$ cat src/rtl/lc3_mmio_pkg.sv
// Shared constants and FSM state type for the LC-3 memory-mapped console.
package lc3_mmio_pkg;

   localparam logic [15:0] ADDR_KBSR = 16'hFE00;
   localparam logic [15:0] ADDR_KBDR = 16'hFE02;
   localparam logic [15:0] ADDR_DSR  = 16'hFE04;
   localparam logic [15:0] ADDR_DDR  = 16'hFE06;

   localparam int unsigned READY_BIT = 15;
   localparam int unsigned IE_BIT    = 14;

   typedef enum logic [1:0] {
      IDLE   = 2'd0,
      ACCESS = 2'd1,
      DONE   = 2'd2
   } state_t;

endpackage

$ cat src/rtl/lc3_kb_fifo.sv
// Keyboard byte FIFO: extra pointer MSB distinguishes full from empty.
module lc3_kb_fifo #(
   parameter int unsigned DEPTH = 4
) (
   input  logic       i_CLK,
   input  logic       i_RST,
   input  logic       push,
   input  logic       pop,
   input  logic [7:0] din,
   output logic       full,
   output logic       empty,
   output logic [7:0] head
);

   localparam int unsigned AW = $clog2(DEPTH);
   localparam int unsigned PW = AW + 1;

   logic [7:0]    mem [DEPTH];
   logic [PW-1:0] wr_ptr;
   logic [PW-1:0] rd_ptr;
   logic          do_push;
   logic          do_pop;

   assign full    = (wr_ptr[AW] != rd_ptr[AW]) && (wr_ptr[AW-1:0] == rd_ptr[AW-1:0]);
   assign empty   = (wr_ptr == rd_ptr);
   assign do_push = push & ~full;
   assign do_pop  = pop & ~empty;
   assign head    = mem[rd_ptr[AW-1:0]];

   // Pointer update; wraps modulo 2*DEPTH
   always_ff @(posedge i_CLK or posedge i_RST) begin
      if (i_RST) begin
         wr_ptr <= '0;
         rd_ptr <= '0;
      end else begin
         if (do_push) wr_ptr <= wr_ptr + PW'(1);
         if (do_pop)  rd_ptr <= rd_ptr + PW'(1);
      end
   end

   // Storage array write
   always_ff @(posedge i_CLK) begin
      if (do_push) mem[wr_ptr[AW-1:0]] <= din;
   end

endmodule

$ cat src/rtl/lc3_mmio_console.sv
// LC-3 memory-mapped console: KBSR/KBDR/DSR/DDR with memory-style handshake.
// Optional build macro LC3_MMIO_INT_EN enables the interrupt-enable bits and o_Int.
module lc3_mmio_console
   import lc3_mmio_pkg::*;
#(
   parameter int unsigned FIFO_DEPTH = 4
) (
   input  logic        i_CLK,
   input  logic        i_RST,
   input  logic        i_MIO_EN,
   input  logic        i_RW,
   input  logic [15:0] i_Addr,
   input  logic [15:0] i_Wr_Data,
   output logic        o_Sel,
   output logic [15:0] o_Rd_Data,
   output logic        o_Ready_Bit,
   input  logic        i_Kb_Valid,
   input  logic [7:0]  i_Kb_Data,
   output logic        o_Kb_Ready,
   output logic        o_Disp_Valid,
   output logic [7:0]  o_Disp_Data,
   input  logic        i_Disp_Ready,
   output logic        o_Int
);

   state_t      state;
   state_t      state_next;
   logic        acc_fire;
   logic        sel_kbsr, sel_kbdr, sel_dsr, sel_ddr;
   logic        rd_fire, wr_fire;
   logic        fifo_full, fifo_empty, fifo_pop;
   logic [7:0]  fifo_head;
   logic [7:0]  last_kb;
   logic        kb_ie, ds_ie;
   logic [15:0] rd_mux;

   assign sel_kbsr = (i_Addr == ADDR_KBSR);
   assign sel_kbdr = (i_Addr == ADDR_KBDR);
   assign sel_dsr  = (i_Addr == ADDR_DSR);
   assign sel_ddr  = (i_Addr == ADDR_DDR);
   assign o_Sel    = sel_kbsr | sel_kbdr | sel_dsr | sel_ddr;

   assign rd_fire  = acc_fire & ~i_RW;
   assign wr_fire  = acc_fire & i_RW;
   assign fifo_pop = rd_fire & sel_kbdr & ~fifo_empty;

   assign o_Kb_Ready = ~fifo_full;

   lc3_kb_fifo #(.DEPTH(FIFO_DEPTH)) u_kb_fifo (
      .i_CLK (i_CLK),
      .i_RST (i_RST),
      .push  (i_Kb_Valid & ~fifo_full),
      .pop   (fifo_pop),
      .din   (i_Kb_Data),
      .full  (fifo_full),
      .empty (fifo_empty),
      .head  (fifo_head)
   );

   // State register
   always_ff @(posedge i_CLK or posedge i_RST) begin
      if (i_RST) state <= IDLE;
      else       state <= state_next;
   end

   // Next state; a DDR write waits until the previous byte is accepted
   always_comb begin
      state_next = state;
      acc_fire   = 1'b0;
      case (state)
         IDLE: begin
            if (i_MIO_EN && o_Sel) state_next = ACCESS;
         end
         ACCESS: begin
            if (!(i_RW && sel_ddr && o_Disp_Valid && !i_Disp_Ready)) begin
               state_next = DONE;
               acc_fire   = 1'b1;
            end
         end
         DONE: begin
            if (!i_MIO_EN) state_next = IDLE;
         end
         default: state_next = IDLE;
      endcase
   end

   // Register read mux
   always_comb begin
      rd_mux = 16'h0000;
      if (sel_kbsr) begin
         rd_mux[READY_BIT] = ~fifo_empty;
         rd_mux[IE_BIT]    = kb_ie;
      end else if (sel_kbdr) begin
         rd_mux[7:0] = fifo_empty ? last_kb : fifo_head;
      end else if (sel_dsr) begin
         rd_mux[READY_BIT] = ~o_Disp_Valid;
         rd_mux[IE_BIT]    = ds_ie;
      end
   end

   // Read data, ready bit and last keyboard byte
   always_ff @(posedge i_CLK or posedge i_RST) begin
      if (i_RST) begin
         o_Rd_Data   <= 16'h0000;
         o_Ready_Bit <= 1'b0;
         last_kb     <= 8'h00;
      end else begin
         o_Ready_Bit <= (state_next == DONE);
         if (rd_fire)  o_Rd_Data <= rd_mux;
         if (fifo_pop) last_kb   <= fifo_head;
      end
   end

   // Display stream: a new byte may load in the same edge the old one is taken
   always_ff @(posedge i_CLK or posedge i_RST) begin
      if (i_RST) begin
         o_Disp_Valid <= 1'b0;
         o_Disp_Data  <= 8'h00;
      end else if (wr_fire && sel_ddr) begin
         o_Disp_Valid <= 1'b1;
         o_Disp_Data  <= i_Wr_Data[7:0];
      end else if (o_Disp_Valid && i_Disp_Ready) begin
         o_Disp_Valid <= 1'b0;
      end
   end

`ifdef LC3_MMIO_INT_EN
   logic unused_wr_bits;
   assign unused_wr_bits = ^{i_Wr_Data[15], i_Wr_Data[13:8]};

   // Interrupt-enable bits
   always_ff @(posedge i_CLK or posedge i_RST) begin
      if (i_RST) begin
         kb_ie <= 1'b0;
         ds_ie <= 1'b0;
      end else if (wr_fire) begin
         if (sel_kbsr) kb_ie <= i_Wr_Data[IE_BIT];
         if (sel_dsr)  ds_ie <= i_Wr_Data[IE_BIT];
      end
   end

   // Registered interrupt request
   always_ff @(posedge i_CLK or posedge i_RST) begin
      if (i_RST) o_Int <= 1'b0;
      else       o_Int <= (~fifo_empty & kb_ie) | (~o_Disp_Valid & ds_ie);
   end
`else
   logic unused_wr_bits;
   assign unused_wr_bits = ^i_Wr_Data[15:8];

   assign kb_ie = 1'b0;
   assign ds_ie = 1'b0;
   assign o_Int = 1'b0;
`endif

endmodule

$ cat config.mk
export PLATFORM = sky130hd
export DESIGN_NAME = lc3_mmio_console
export DESIGN_NICKNAME = d
export VERILOG_FILES = /design/src/rtl/lc3_mmio_pkg.sv /design/src/rtl/lc3_kb_fifo.sv /design/src/rtl/lc3_mmio_console.sv
export SDC_FILE = /design/constraint.sdc
export NUM_CORES = 1
export LEC_CHECK = 0
export ABC_AREA = 1
export CAP_MARGIN = 30
export CORE_MARGIN = 4
export CORE_UTILIZATION = 50
export CTS_CLUSTER_DIAMETER = 80
export CTS_CLUSTER_SIZE = 16
export DETAILED_ROUTE_END_ITERATION = 8
export DONT_BUFFER_PORTS = 1
export GPL_TIMING_DRIVEN = 0
export PLACE_DENSITY = 0.75
export SETUP_SLACK_MARGIN = 0.3
export SYNTH_ARGS = -nofsm -noshare
export SYNTH_HDL_FRONTEND = slang
export SYNTH_SLANG_ARGS = --single-unit
$ cat constraint.sdc
create_clock -name i_CLK -period 3.8 [get_ports i_CLK]
set_clock_uncertainty 0.1 [all_clocks]
set_input_delay 0.76 -clock i_CLK [delete_from_list [all_inputs] [get_ports i_CLK]]
set_output_delay 0.76 -clock i_CLK [all_outputs]
set_load 0.01 [all_outputs]
# After elaboration in Yosys (flattened, before gate mapping)
# Memories as Yosys holds them, arrays and structs flattened.
# Index checks and enable logic that the tools add are counted.
[word_totals]
reg_bits = 36
ram_bits = 32
in_bits = 46
out_inout_bits = 29
word_cells = 61
memories = 1
[memory_table]
columns = ["name", "depth", "word_bits", "read_ports", "rd_clocked_by_memory_dff", "wr", "line", "rtl"]
rows = [
  ["u_kb_fifo.mem", 4, 8, 1, 0, 1, "lc3_kb_fifo.sv:18", "logic [7:0] mem [DEPTH];"],
]
[classes]
add_sub_neg = 2
n_eq_ne = 10
n_mux = 16
n_bitwise = 14
reduce_logical = 10
[op_table]
columns = ["operator", "count"]
rows = [
  ["$eq A16 B16 Y1 const B", 4],
  ["$mux W8", 3],
  ["$mux W2", 6],
  ["$and A1 B1 Y1", 7],
  ["$logic_and A1 B1 Y1", 7],
  ["$add A3 B1 Y3 const B", 2],
  ["$mux W1", 6],
  ["$pmux W2 S3", 1],
  ["$eq A2 B2 Y1 const B", 2],
  ["$not A1 Y1", 4],
  ["$eq A3 B3 Y1", 1],
  ["$or A1 B1 Y1", 3],
  ["$eq A2 B1 Y1 const B", 1],
  ["$eq A2 B2 Y1", 1],
  ["$logic_not A2 Y1", 1],
  ["$reduce_bool A2 Y1", 1],
  ["$logic_not A1 Y1", 1],
  ["$ne A1 B1 Y1", 1],
]

# Longest topological paths before layout
[depth]
ltp_word = 10
mapped_depth = 10

# Hierarchy
# Synthesis repeated with hierarchy kept, for this count alone.
[hier_totals]
cells_unflattened = 350
hier_area_um2 = 3345.7
[modules_own_cells]
columns = ["module", "n_inst", "cells_per_inst", "area_per_inst_um2"]
rows = [
  ["lc3_mmio_console", 1, 211, 1682.9],
  ["lc3_kb_fifo", 1, 139, 1662.8],
]

# Worst setup path after synthesis
# OpenSTA, ideal clock, no wires.
[synth_timing]
path_kind = "input -> output"
from = "input port i_Addr[8]"
to = "output port o_Sel"
t_arrival_ns = 1.406
required_time_ns = 2.940
slack_ns = 1.534
stages = 7
path_buffers = 0
cell_sequence = "inv_1 nand2_1 nor2_1 nand2_1 nor2_1 nor2_1 nand2_1"
[synth_between]
elab_chain_len = 4
[synth_lines]
columns = ["item", "line", "rtl"]
rows = [
  ["start: declaration", "lc3_mmio_console.sv:12", "input logic [15:0] i_Addr,"],
  ["$eq A16 B16 Y1, on equally long branches", "lc3_mmio_console.sv:37, lc3_mmio_console.sv:38", ""],
  ["$or A1 B1 Y1 (2 in a row)", "lc3_mmio_console.sv:41", "assign o_Sel = sel_kbsr | sel_kbdr | sel_dsr | sel_ddr;"],
  ["$or A1 B1 Y1 *", "lc3_mmio_console.sv:41", ""],
  ["end: declaration", "lc3_mmio_console.sv:14", "output logic o_Sel,"],
]
# Every way passes the cells marked *; elsewhere a longest branch is shown, timed or not.

# Final worst setup path
# Same ends and word-level chain as after synthesis.

==> summary.md <==
| Metric | Value |
|---|---|
| Status | `finished, final reports clean` |
| Clk_lat worst skew | `0.34 ns` |
| CP Max Fanout | `3` |
| Syn Inst Count | `349` |
| Final min period | `2.45 ns` |
| Fmax | `408 MHz` |
| Grt total ovfl | `0` |
| I/O Buffers | `0` |
| FP Rows | `29` |
| Final hold vios | `0` |
| Final TNS setup | `0 ns` |
| Max Slew Vio Count | `0` |
| Io pins | `75` |
| # H-tree levels | `3` |
| Ys async rst share | `0.522` |
| Slew HR | `0.452` |
| CTS Buf Count | `9` |
| RSZ-0062 raised after global routing | `no` |
| Fill count | `573` |
| HP Class | `in -> async` |
| First-pass GRT wire length | `9680 um` |
| CTS tree | `done` |
| CTS Hold Bufs | `0` |
| R2R Path Start | `u_kb_fifo.rd_ptr[2]$_DFFE_PP0P_` |
| Vias/cell | `5.07` |
| Num Clock Sinks | `67` |
| WL final | `6130 um` |
| Post_cts resized | `0` |
| Final period utilization | `0.645` |
| Crit path launch | `i_Addr[8]` |
| Fin area | `3580 um2` |
| Drt first pass iters | `4` |
| Post-route DRC | `0` |
| Power Total | `1.79 mW` |
| Initial DRC Count | `154` |
| YS warnings | `0` |
| DIE HEIGHT | `88.5 um` |
| Number of diodes | `0` |
| Die width | `88.5 um` |
| Die Area | `7830 um2` |
| Final #Nets | `419` |
| Worst slack, placed | `1.33 ns` |
| Crit Path Class | `in -> out` |
| Vias in the first global route | `2,098` |
| Detailed placement HPWL | `4470 um` |
| Clock root buffer | `clkbuf_8` |
| Final ANT Viol Nets | `0` |
| P per Cell Area | `499 nW/um2` |
| Post-Syn Area | `3240 um2` |
| Register area share after synthesis | `0.567` |
| Vias | `2,282` |
| Pin count of the biggest net entering global routing | `20` |
| Initial antenna violation count | `0` |
| Wire per inst | `13.6 um` |
| Setup crit start kind | `input pin` |
| Required time of the worst setup path | `2.94 ns` |
| Post-Syn Area per Cell | `9.27 um2` |
| Post-DP Area | `3390 um2` |
| Layout Area Growth over Synthesis | `10.6%` |
| Synth unique cells | `31` |
| Clk pin slew, worst setup/hold paths | `0.08 ns` |
| Initial Util | `0.513` |
| Share of layout cells above drive strength 1 | `0.126` |
| Global Route Usage Sum | `0.162` |
| Tightest Pin Transition | `0.819 ns` |
| Min setup slack post-route | `1.35 ns` |
| Seq cells post-synth | `67` |
| CP arrival | `1.59 ns` |
| Final setup fails | `0` |
| Clock buffer depth | `2` |
| Core Region | `6310 um2` |
| Maximum VDD drop | `351 uV` |
| Gp weighted congestion | `0.774` |
| Pleak | `1.70 nW` |
| Post-synth EDFFs | `32` |
| Main synth FF type | `dfrtp_1` |
| Post-CTS setup buffer count | `0` |
| Crit end category | `output pin` |
| Max-cap violations | `0` |
cells in the final DEF, fill, tap and decap left out:
cell type and n:
nand2_1 131, dfrtp_1 35, edfxtp_1 32, nor2_1 29, inv_1 24, nand3_1 20
nand4_1 17, o21ai_0 11, buf_4 9, clkbuf_8 9, conb_1 8, o21ai_2 5
ha_1 5, clkinv_1 4, buf_6 3, xnor2_2 2, nand3_2 2, buf_2 2
xor2_1 2, nor3_1 2, or2_2 2, xnor2_1 2, clkinv_4 2, clkinv_2 2
nor2_2 1, clkbuf_1 1, nand4_2 1, xnor2_4 1, nor3_4 1, nor2_4 1
nand3b_1 1, nand2_2 1, o211ai_1 1, or2_0 1, bufinv_16 1, clkinvlp_4 1
buf_16 1
metal layers:
layer | vias to the layer above | global-route usage | part of all wire
li1 | 1162 | - | -
met1 | 1048 | 0.201 | 0.43
met2 | 68 | 0.264 | 0.48
met3 | 4 | 0.0633 | 0.083
met4 | 0 | 0.0495 | 0.0041
met5 | - | 0 | 0
stage by stage:
step | cells | util | hold WS [ns]
2_1_floorplan | 356 | - | 0.347
3_3_place_gp | 433 | 0.532 | 0.360
3_5_place_dp | 434 | 0.536 | 0.362
4_1_cts | 450 | 0.567 | 0.358
5_1_grt | 450 | 0.567 | 0.391
6_report | 450 | 0.567 | 0.358
power by group:
group	internal [mW]	switching [mW]	leakage (nW)
registers	0.852	0.0435	0.772
clock network	0.300	0.267	0.0966
logic	0.121	0.202	0.835
logic make-up after synthesis:
logic type | synth area share
and+or+nand+nor | 0.283
buffers and inverters | 0.0669
AOI/OAI and AO/OA | 0.0329
DFF | 0.567
adders and majority gates | 0.0193
xor gates and xnor gates | 0.0294
other | 0.00116
cell usage after synthesis, types with 3 or more instances:
cell type    n  area, um2
nand3_1     20        100
o21ai_0     11       55.1
nor2_1      29        109
o21ai_2      5       43.8
clkinv_1     3       11.3
dfrtp_1     35        876
nand4_1     17        106
inv_1       24       90.1
nand2_1    131        492
ha_1         5       62.6
buf_6        3       33.8
buf_4        9       67.6
edfxtp_1    32        961
cell type report:
| type | count | area, um2 | share of cell area |
|---|---|---|---|
| Buffer | 15 | 115 | 0.0322 |
| Clock buffer | 9 | 124 | 0.0346 |
| Clock inverter | 7 | 68.8 | 0.0192 |
| Inverter | 27 | 101 | 0.0283 |
| Multi-Input combinational cell | 247 | 1210 | 0.338 |
| Sequential cell | 67 | 1840 | 0.513 |
| Tap cell | 77 | 96.3 | 0.0269 |
| Timing Repair Buffer | 1 | 27.5 | 0.00769 |
worst max-delay path, stage by stage:
cell	delay [ns]
inv_1	0.07
nand2_1	0.06
nor2_1	0.13
nand2_1	0.12
nor2_1	0.23
nor2_1	0.09
nand2_1	0.14
final timing paths:
path	to	slack, ns	cells past startpoint
max in group asynchronous	state[1]$_DFF_PP0_	2.70	2
worst max register to register	u_kb_fifo.mem[3][0]$_DFFE_PP_	1.42	4
worst min register to register	last_kb[4]$_DFFE_PP0P_	0.38	2
worst max-delay path	o_Sel	1.35	7
min in group i_CLK	last_kb[4]$_DFFE_PP0P_	0.38	2
worst min-delay path	last_kb[2]$_DFFE_PP0P_	0.36	1
registers in the layout, summed over array words and instances (netlist names):
| register | count |
|---|---|
| o_Disp_Valid | 1 |
| last_kb | 8 |
| u_kb_fifo.rd_ptr | 3 |
| state | 2 |
| o_Ready_Bit | 1 |
| o_Disp_Data | 8 |
| o_Rd_Data | 9 |
| u_kb_fifo.wr_ptr | 3 |
| u_kb_fifo.mem | 32 |
Power figures use the tool's default switching activity.
